$ cat src/rtl/serial_conv_scheduler_if.sv
// Bundle of the scheduler's control, loader and output-buffer signals.
// The slave modport is the scheduler; the master modport is its environment.
interface serial_conv_scheduler_if;
    logic        start;
    logic        ldr_done;
    logic [15:0] psum_i;
    logic        ldr_en;
    logic [7:0]  ldr_base;
    logic        out_we;
    logic [5:0]  out_addr;
    logic [15:0] out_data;
    logic        busy;
    logic        done;

    modport master (
        output start, ldr_done, psum_i,
        input  ldr_en, ldr_base, out_we, out_addr, out_data, busy, done
    );

    modport slave (
        input  start, ldr_done, psum_i,
        output ldr_en, ldr_base, out_we, out_addr, out_data, busy, done
    );
endinterface

$ cat src/rtl/serial_conv_scheduler.sv
// Walks every output pixel of a serial-mode 3x3 convolution: runs one loader pass per pixel,
// captures the PE accumulator, applies optional ReLU and writes it to the output buffer.
module serial_conv_scheduler #(
    parameter logic [7:0]  FEAT_BASE = 8'd16,
    parameter int unsigned FEAT_W    = 4,
    parameter int unsigned OUT_ROWS  = 2,
    parameter int unsigned OUT_COLS  = 2,
    parameter logic [5:0]  OUT_BASE  = 6'd48,
    parameter bit          RELU      = 1'b1
) (
    input logic                    clk,
    input logic                    rst,
    serial_conv_scheduler_if.slave sched_io
);

    localparam logic [2:0] StIdle  = 3'd0;
    localparam logic [2:0] StRun   = 3'd1;
    localparam logic [2:0] StDrain = 3'd2;
    localparam logic [2:0] StWrite = 3'd3;
    localparam logic [2:0] StDone  = 3'd4;

    localparam logic [2:0] ColLast = 3'(OUT_COLS - 1);
    localparam logic [5:0] IdxLast = 6'(OUT_ROWS * OUT_COLS - 1);

    logic [2:0]  state_q, state_d;
    logic [2:0]  r_q, r_d;
    logic [2:0]  c_q, c_d;
    logic [5:0]  idx_q, idx_d;
    logic [15:0] res_q, res_d;
    logic [7:0]  row_off;

    always_comb begin
        state_d = state_q;
        r_d     = r_q;
        c_d     = c_q;
        idx_d   = idx_q;
        res_d   = res_q;
        case (state_q)
            StIdle: begin
                if (sched_io.start) begin
                    r_d     = 3'd0;
                    c_d     = 3'd0;
                    idx_d   = 6'd0;
                    state_d = StRun;
                end
            end
            StRun: begin
                if (sched_io.ldr_done) state_d = StDrain;
            end
            StDrain: begin
                // Capture before the loader's delayed PE reset clears the accumulator.
                res_d   = sched_io.psum_i;
                state_d = StWrite;
            end
            StWrite: begin
                if (idx_q == IdxLast) begin
                    state_d = StDone;
                end else begin
                    if (c_q == ColLast) begin
                        c_d = 3'd0;
                        r_d = r_q + 3'd1;
                    end else begin
                        c_d = c_q + 3'd1;
                    end
                    idx_d   = idx_q + 6'd1;
                    state_d = StRun;
                end
            end
            StDone:  state_d = StIdle;
            default: state_d = StIdle;
        endcase
    end

    always_ff @(posedge clk or posedge rst) begin
        if (rst) begin
            state_q <= StIdle;
            r_q     <= 3'd0;
            c_q     <= 3'd0;
            idx_q   <= 6'd0;
            res_q   <= 16'd0;
        end else begin
            state_q <= state_d;
            r_q     <= r_d;
            c_q     <= c_d;
            idx_q   <= idx_d;
            res_q   <= res_d;
        end
    end

    // Outputs decode registered state only, so no input reaches an output combinationally.
    always_comb begin
        row_off           = 8'(r_q) * 8'(FEAT_W);
        sched_io.ldr_en   = (state_q == StRun);
        sched_io.ldr_base = FEAT_BASE + row_off + 8'(c_q);
        sched_io.out_we   = (state_q == StWrite);
        sched_io.out_addr = OUT_BASE + idx_q;
        sched_io.out_data = (RELU && res_q[15]) ? 16'd0 : res_q;
        sched_io.busy     = (state_q == StRun) || (state_q == StDrain) || (state_q == StWrite);
        sched_io.done     = (state_q == StDone);
    end

endmodule

$ cat src/flat_wrapper.sv
// flat-port wrapper written by rule: the top's interface ports become plain ports
module serial_conv_scheduler_flat 
#(
    parameter logic [7:0]  FEAT_BASE = 8'd16,
    parameter int unsigned FEAT_W    = 4,
    parameter int unsigned OUT_ROWS  = 2,
    parameter int unsigned OUT_COLS  = 2,
    parameter logic [5:0]  OUT_BASE  = 6'd48,
    parameter bit          RELU      = 1'b1
)
  (clk, rst, sched_io_start, sched_io_ldr_done, sched_io_psum_i, sched_io_ldr_en, sched_io_ldr_base, sched_io_out_we, sched_io_out_addr, sched_io_out_data, sched_io_busy, sched_io_done);
  serial_conv_scheduler_if sched_io_i ();
  input logic clk;
  input logic rst;
  input wire logic [$bits(sched_io_i.start)-1:0] sched_io_start;
  input wire logic [$bits(sched_io_i.ldr_done)-1:0] sched_io_ldr_done;
  input wire logic [$bits(sched_io_i.psum_i)-1:0] sched_io_psum_i;
  output wire logic [$bits(sched_io_i.ldr_en)-1:0] sched_io_ldr_en;
  output wire logic [$bits(sched_io_i.ldr_base)-1:0] sched_io_ldr_base;
  output wire logic [$bits(sched_io_i.out_we)-1:0] sched_io_out_we;
  output wire logic [$bits(sched_io_i.out_addr)-1:0] sched_io_out_addr;
  output wire logic [$bits(sched_io_i.out_data)-1:0] sched_io_out_data;
  output wire logic [$bits(sched_io_i.busy)-1:0] sched_io_busy;
  output wire logic [$bits(sched_io_i.done)-1:0] sched_io_done;
  assign sched_io_i.start = sched_io_start;
  assign sched_io_i.ldr_done = sched_io_ldr_done;
  assign sched_io_i.psum_i = sched_io_psum_i;
  assign sched_io_ldr_en = sched_io_i.ldr_en;
  assign sched_io_ldr_base = sched_io_i.ldr_base;
  assign sched_io_out_we = sched_io_i.out_we;
  assign sched_io_out_addr = sched_io_i.out_addr;
  assign sched_io_out_data = sched_io_i.out_data;
  assign sched_io_busy = sched_io_i.busy;
  assign sched_io_done = sched_io_i.done;
  serial_conv_scheduler #(.FEAT_BASE(FEAT_BASE), .FEAT_W(FEAT_W), .OUT_ROWS(OUT_ROWS), .OUT_COLS(OUT_COLS), .OUT_BASE(OUT_BASE), .RELU(RELU)) u_core (.clk(clk), .rst(rst), .sched_io(sched_io_i));
endmodule
$ cat config.mk
export PLATFORM = sky130hd
export DESIGN_NAME = serial_conv_scheduler_flat
export DESIGN_NICKNAME = d
export VERILOG_FILES = /design/src/rtl/serial_conv_scheduler_if.sv /design/src/rtl/serial_conv_scheduler.sv /design/src/flat_wrapper.sv
export SDC_FILE = /design/constraint.sdc
export NUM_CORES = 1
export LEC_CHECK = 0
export ABC_AREA = 1
export BUFFER_PORTS_ARGS = -buffer_cell sky130_fd_sc_hd__buf_2
export CELL_PAD_IN_SITES_DETAIL_PLACEMENT = 0
export CELL_PAD_IN_SITES_GLOBAL_PLACEMENT = 2
export CORE_MARGIN = 1
export CORE_UTILIZATION = 30
export CTS_BUF_LIST = sky130_fd_sc_hd__clkbuf_16
export CTS_CLUSTER_SIZE = 8
export DETAILED_ROUTE_END_ITERATION = 12
export PLACE_DENSITY_LB_ADDON = 0.1
export SYNTH_ARGS = -nofsm -noshare
export SYNTH_HDL_FRONTEND = slang
export SYNTH_SLANG_ARGS = --single-unit
$ cat constraint.sdc
create_clock -name clk -period 3.8 [get_ports clk]
set_input_delay 0.57 -clock clk [delete_from_list [all_inputs] [get_ports clk]]
set_output_delay 0.57 -clock clk [all_outputs]
set_load 0.05 [all_outputs]
Word-level counts from Yosys, hierarchy flattened
Cells that the tools add are included.
{"block": "op_classes", "reduce_logical": 7, "muxes": 15, "n_eq_ne": 10, "n_addsub": 6}
{"cell": "$mux W3", "count": 8}
{"cell": "$mux W15", "count": 1}
{"cell": "$mux W6", "count": 2}
{"cell": "$pmux W3 S2", "count": 2}
{"cell": "$pmux W3 S4", "count": 1}
{"cell": "$pmux W6 S2", "count": 1}
{"cell": "$add A8 B3 Y8", "count": 1}
{"cell": "$add A3 B1 Y3 const B", "count": 2}
{"cell": "$add A5 B5 Y6 const A", "count": 1}
{"cell": "$add A6 B1 Y6 const B", "count": 1}
{"cell": "$add A6 B6 Y6 const A", "count": 1}
{"cell": "$eq A3 B1 Y1 const B", "count": 2}
{"cell": "$eq A3 B2 Y1 const B", "count": 2}
{"cell": "$eq A6 B2 Y1 const B", "count": 1}
{"cell": "$ne A2 B2 Y1 const B", "count": 3}
{"cell": "$reduce_and A4 Y1", "count": 1}
{"cell": "$eq A3 B3 Y1 const B", "count": 1}
{"cell": "$logic_not A3 Y1", "count": 1}
{"cell": "$reduce_and A3 Y1", "count": 1}
{"cell": "$logic_or A1 B1 Y1", "count": 2}
{"cell": "$ne A2 B1 Y1 const B", "count": 1}
{"cell": "$reduce_and A2 Y1", "count": 1}
{"cell": "$reduce_bool A2 Y1", "count": 1}
{"block": "word_totals", "output_inout_bits": 34, "regBits": 31, "word_cells": 43, "in_bits": 20}

Depth between registers and ports, before layout
{"block": "depth", "ltp_word": 4, "depth_mapped": 9, "depth_no_buf": 8}

Least setup slack after synthesis
OpenSTA, ideal clock, no wires.
{"block": "synth_path", "path_type": "flip-flop to output port", "from": "reg u_core.r_q[0]", "to": "out sched_io_ldr_base[4]", "arrival_ps": 1592, "slack_ps": 1638, "path_stages_with_launch": 4, "path_cell_list": "dfrtp_1 ha_1 ha_1 xnor2_1"}
{"block": "synth_between", "elab_chain_len": 2}
{"item": "start: declaration", "line": "serial_conv_scheduler.sv:26", "text": "logic [2:0] r_q, r_d;"}
{"item": "start signal: assignment", "line": "serial_conv_scheduler.sv:83", "text": "r_q <= r_d;"}
{"item": "$add A5 B5 Y6", "line": "serial_conv_scheduler.sv:94", "text": "sched_io.ldr_base = FEAT_BASE + row_off + 8'(c_q);"}
{"item": "$add A8 B3 Y8", "line": "serial_conv_scheduler.sv:94"}
{"item": "end: declaration", "line": "flat_wrapper.sv:19", "text": "output wire logic [$bits(sched_io_i.ldr_base)-1:0] sched_io_ldr_base;"}
Every way passes these cells.

Worst setup path in the final report
{"block": "layout_path", "from": "reg u_core.c_q[2]", "to": "out sched_io_ldr_base[4]"}
{"block": "layout_between", "elab_chain_len": 1}
{"item": "start: declaration", "line": "serial_conv_scheduler.sv:27", "text": "logic [2:0] c_q, c_d;"}
{"item": "start signal: assignment", "line": "serial_conv_scheduler.sv:78", "text": "c_q <= 3'd0;"}
{"item": "start signal: assignment", "line": "serial_conv_scheduler.sv:84", "text": "c_q <= c_d;"}
{"item": "$add A8 B3 Y8", "line": "serial_conv_scheduler.sv:94"}
Every way passes these cells.

==> flow_summary.ini <==
[setup_path]
ff_to_ff_end = u_core.state_q[0]
critical_path_start_end_classification = reg -> out
cp_max_fo = 3
timing.critical_path.arrival_ps = 1480
critPathCaptureType = output port
r2r_slack_ps = 2140
startpoint_type = flip-flop
worstRegToRegCells = 6
critical_path.reg2reg.startpoint = u_core.state_q[1]
cp_data_required_time_ps = 3230

[clocking]
cts_htree_levels = 2
cts_buffers = 5
cts_buffer_depth = 2
clkSinkCount = 31
post_cts_resize_count = 0
ctsHoldBuffers = 0
cts-root-buf = sky130_fd_sc_hd__clkbuf_16
cts_post_setup_buffers_inserted = 0
tritoncts_clock_tree = built
clock_latency_ps = 270
clk_transition_reported_paths_ps = 50

[cells_and_area]
antenna_cells_inserted = 0
finish.net_count = 287
finalCoreUtilization_pct = 39.9
post_route_cells_drive_above_1_share_pct = 25.9
final_cell_mix = sky130_fd_sc_hd__buf_2 (50), sky130_fd_sc_hd__nor2_1 (40), sky130_fd_sc_hd__nand2_1 (38), sky130_fd_sc_hd__inv_1 (33), sky130_fd_sc_hd__dfrtp_1 (31)
syn2layout_area_growth_pct = 24.8
total_of_fill_cells_in_the_finished_design = 580
finalInstanceArea_um2 = 2090
layout.cells.most_common = sky130_fd_sc_hd__buf_2

[power]
seq_power_share_pct = 26.0
net-switching-power_mw = 1.07
power.leakage_nw = 1.18
power.density_nw_per_um2 = 994
vdd_ir_drop_max_uv = 402
sw_frac_of_total_pct = 51.5
clkPwrFrac_pct = 21.3
internal_power_mw = 1.01
share_comb_of_total_power_pct = 52.7
p_total_mw = 2.08

[global_route]
grt_start_max_net_pins = 34
grt_first_pass_wirelength_um = 6040
gr-usage-all-layers_pct = 13.0
first_global_vias = 1314
grt_overflow = 0
antenna_found_initial = 0

[die]
rows = 26
io_pins = 54
fp.dieArea_um2 = 5890
start_util_pct = 32.0
die_h_um = 76.7
fp.dieW_um = 76.7
core_area_um2 = 5240

[route]
drt_wl_total_um = 3500
post-route-drc-count = 0
routed_wire_length_per_instance_um = 10.5
detail-route-antenna-nets = 0
drt-vias-per-instance = 4.28
route.vias.total = 1424
detail_route.iter0.violations = 36
detail_route.first_pass.iterations = 4

[yosys]
netlist_instances = 217
synth_top_area_cell = sky130_fd_sc_hd__dfrtp_1
synth-seq-cells = 31
yosysTopAreaCellShare_pct = 46.3
synthTopCellsByArea = sky130_fd_sc_hd__dfrtp_1 (46%), sky130_fd_sc_hd__nor2_1 (9.0%), sky130_fd_sc_hd__nand2_1 (8.5%)
synthesis.area_per_instance_um2 = 7.72
seq_area_frac_synth_pct = 46.3
synth.cell_area_um2 = 1680
yosysUniqueCellTypes = 26
yosys_warnings = 0

[timing]
fin_tns_setup_ps = 0
report.final.setup_viol = 0
max_clock_freq_mhz = 489
worstMarginPinSlew_ps = 971
final_period_minus_worst_setup_slack_ps = 2050
grt_setup_unrepaired = no
drv_slew = 0
min_period_over_period_pct = 53.8
fin_worst_skew_ps = 3.95
final-hold-violation-count = 0
max-slew-margin-rel_pct = 35.1
setup_ws_ps = 1750

[placement]
routabilityCongestion = 0.682
placed_cell_area_um2 = 1930
dp_worst_setup_slack_ps = 2040
place.detailed.hpwl_um = 2570
port_buffers = 50

[run]
max_cap_violations = 0

[worst_hold_path]
min-delay-path-class = in -> async

[outcome]
run_status = finished clean
[final cells by class]
class / count / area [um^2] / share of cell area, %
Sequential cell: 31 / 776 / 37.1
Clock inverter: 3 / 38.8 / 1.86
Multi-Input combinational cell: 139 / 678 / 32.4
Tap cell: 70 / 87.6 / 4.19
Inverter: 34 / 128 / 6.10
Timing Repair Buffer: 51 / 258 / 12.3
Clock buffer: 5 / 125 / 5.98
[routing by layer]
| metal | GRT usage [%] | wire [um] | vias to the layer above |
|---|---|---|---|
| met5 | 0 | 0 | - |
| met4 | 5.77 | 52 | 0 |
| met3 | 3.81 | 181 | 6 |
| met2 | 21.5 | 1640 | 39 |
| met1 | 15.5 | 1630 | 634 |
| li1 | - | - | 745 |
[state kept, by name, indices dropped and copies added, names as in the netlist]
register	flops
u_core.res_q	16
u_core.idx_q	6
u_core.c_q	3
u_core.r_q	3
u_core.state_q	3
[power groups by stage]
stage | logic, mW | clock network (mW) | registers [mW]
6_report | 1.09 | 0.443 | 0.539
2_1_floorplan | 0.960 | 0 | 0.511
3_5_place_dp | 1.11 | 0 | 0.548
4_1_cts | 1.11 | 0.459 | 0.542
3_3_place_gp | 1.11 | 0 | 0.545
5_1_grt | 1.19 | 0.473 | 0.559
[Yosys cell counts]
library cell               count
sky130_fd_sc_hd__a21oi_1      16
sky130_fd_sc_hd__nand2_2       4
sky130_fd_sc_hd__nand3_1      14
sky130_fd_sc_hd__conb_1        1
sky130_fd_sc_hd__nand2_1      38
sky130_fd_sc_hd__inv_2         1
sky130_fd_sc_hd__inv_1        33
sky130_fd_sc_hd__xor2_1        3
sky130_fd_sc_hd__buf_2         3
sky130_fd_sc_hd__nand3b_1      1
sky130_fd_sc_hd__nor3_1        2
sky130_fd_sc_hd__o21ai_2       2
sky130_fd_sc_hd__nand4_1       2
sky130_fd_sc_hd__xnor2_1       1
sky130_fd_sc_hd__buf_6         1
sky130_fd_sc_hd__o21bai_1      1
sky130_fd_sc_hd__or2_2         1
sky130_fd_sc_hd__ha_1          5
sky130_fd_sc_hd__nor2_4        1
sky130_fd_sc_hd__nor2_1       40
sky130_fd_sc_hd__o21ai_0       3
sky130_fd_sc_hd__nor2_2        1
sky130_fd_sc_hd__a21o_1        1
sky130_fd_sc_hd__dfrtp_1      31
sky130_fd_sc_hd__buf_4         9
sky130_fd_sc_hd__clkbuf_1      2
[critical path, cell delays in order (launching register included)]
cell	delay [ps]
sky130_fd_sc_hd__dfrtp_1	400
sky130_fd_sc_hd__ha_1	230
sky130_fd_sc_hd__ha_1	190
sky130_fd_sc_hd__xnor2_1	120
sky130_fd_sc_hd__buf_2	270
[worst max-delay path by stage]
| stage | from | end | slack [ps] | cells past startpoint |
|---|---|---|---|---|
| 6_report | u_core.c_q[2] | sched_io_ldr_base[4] | 1750 | 4 |
| 4_1_cts | u_core.c_q[2] | sched_io_ldr_base[4] | 1730 | 4 |
| 2_1_floorplan | u_core.r_q[0] | sched_io_ldr_base[4] | 1640 | 3 |
| 3_5_place_dp | u_core.r_q[0] | sched_io_ldr_base[4] | 2040 | 4 |
| 3_3_place_gp | u_core.c_q[2] | sched_io_ldr_base[4] | 2050 | 4 |
| 5_1_grt | u_core.c_q[2] | sched_io_ldr_base[4] | 1650 | 4 |
[logic make-up after synthesis]
logic type | share of synthesized area, %
simple gates | 26.4
buf+inv | 13.7
flops | 46.3
compound gates | 7.62
fa+ha+maj | 3.73
xor+xnor | 2.09
other cells | 0.224
[through the flow]
step           hold WS, ps  std cells
2_1_floorplan          471        219
3_3_place_gp           490        325
3_5_place_dp           501        325
4_1_cts                514        333
5_1_grt                529        333
6_report               507        333
(Power assumes the default switching activity.)
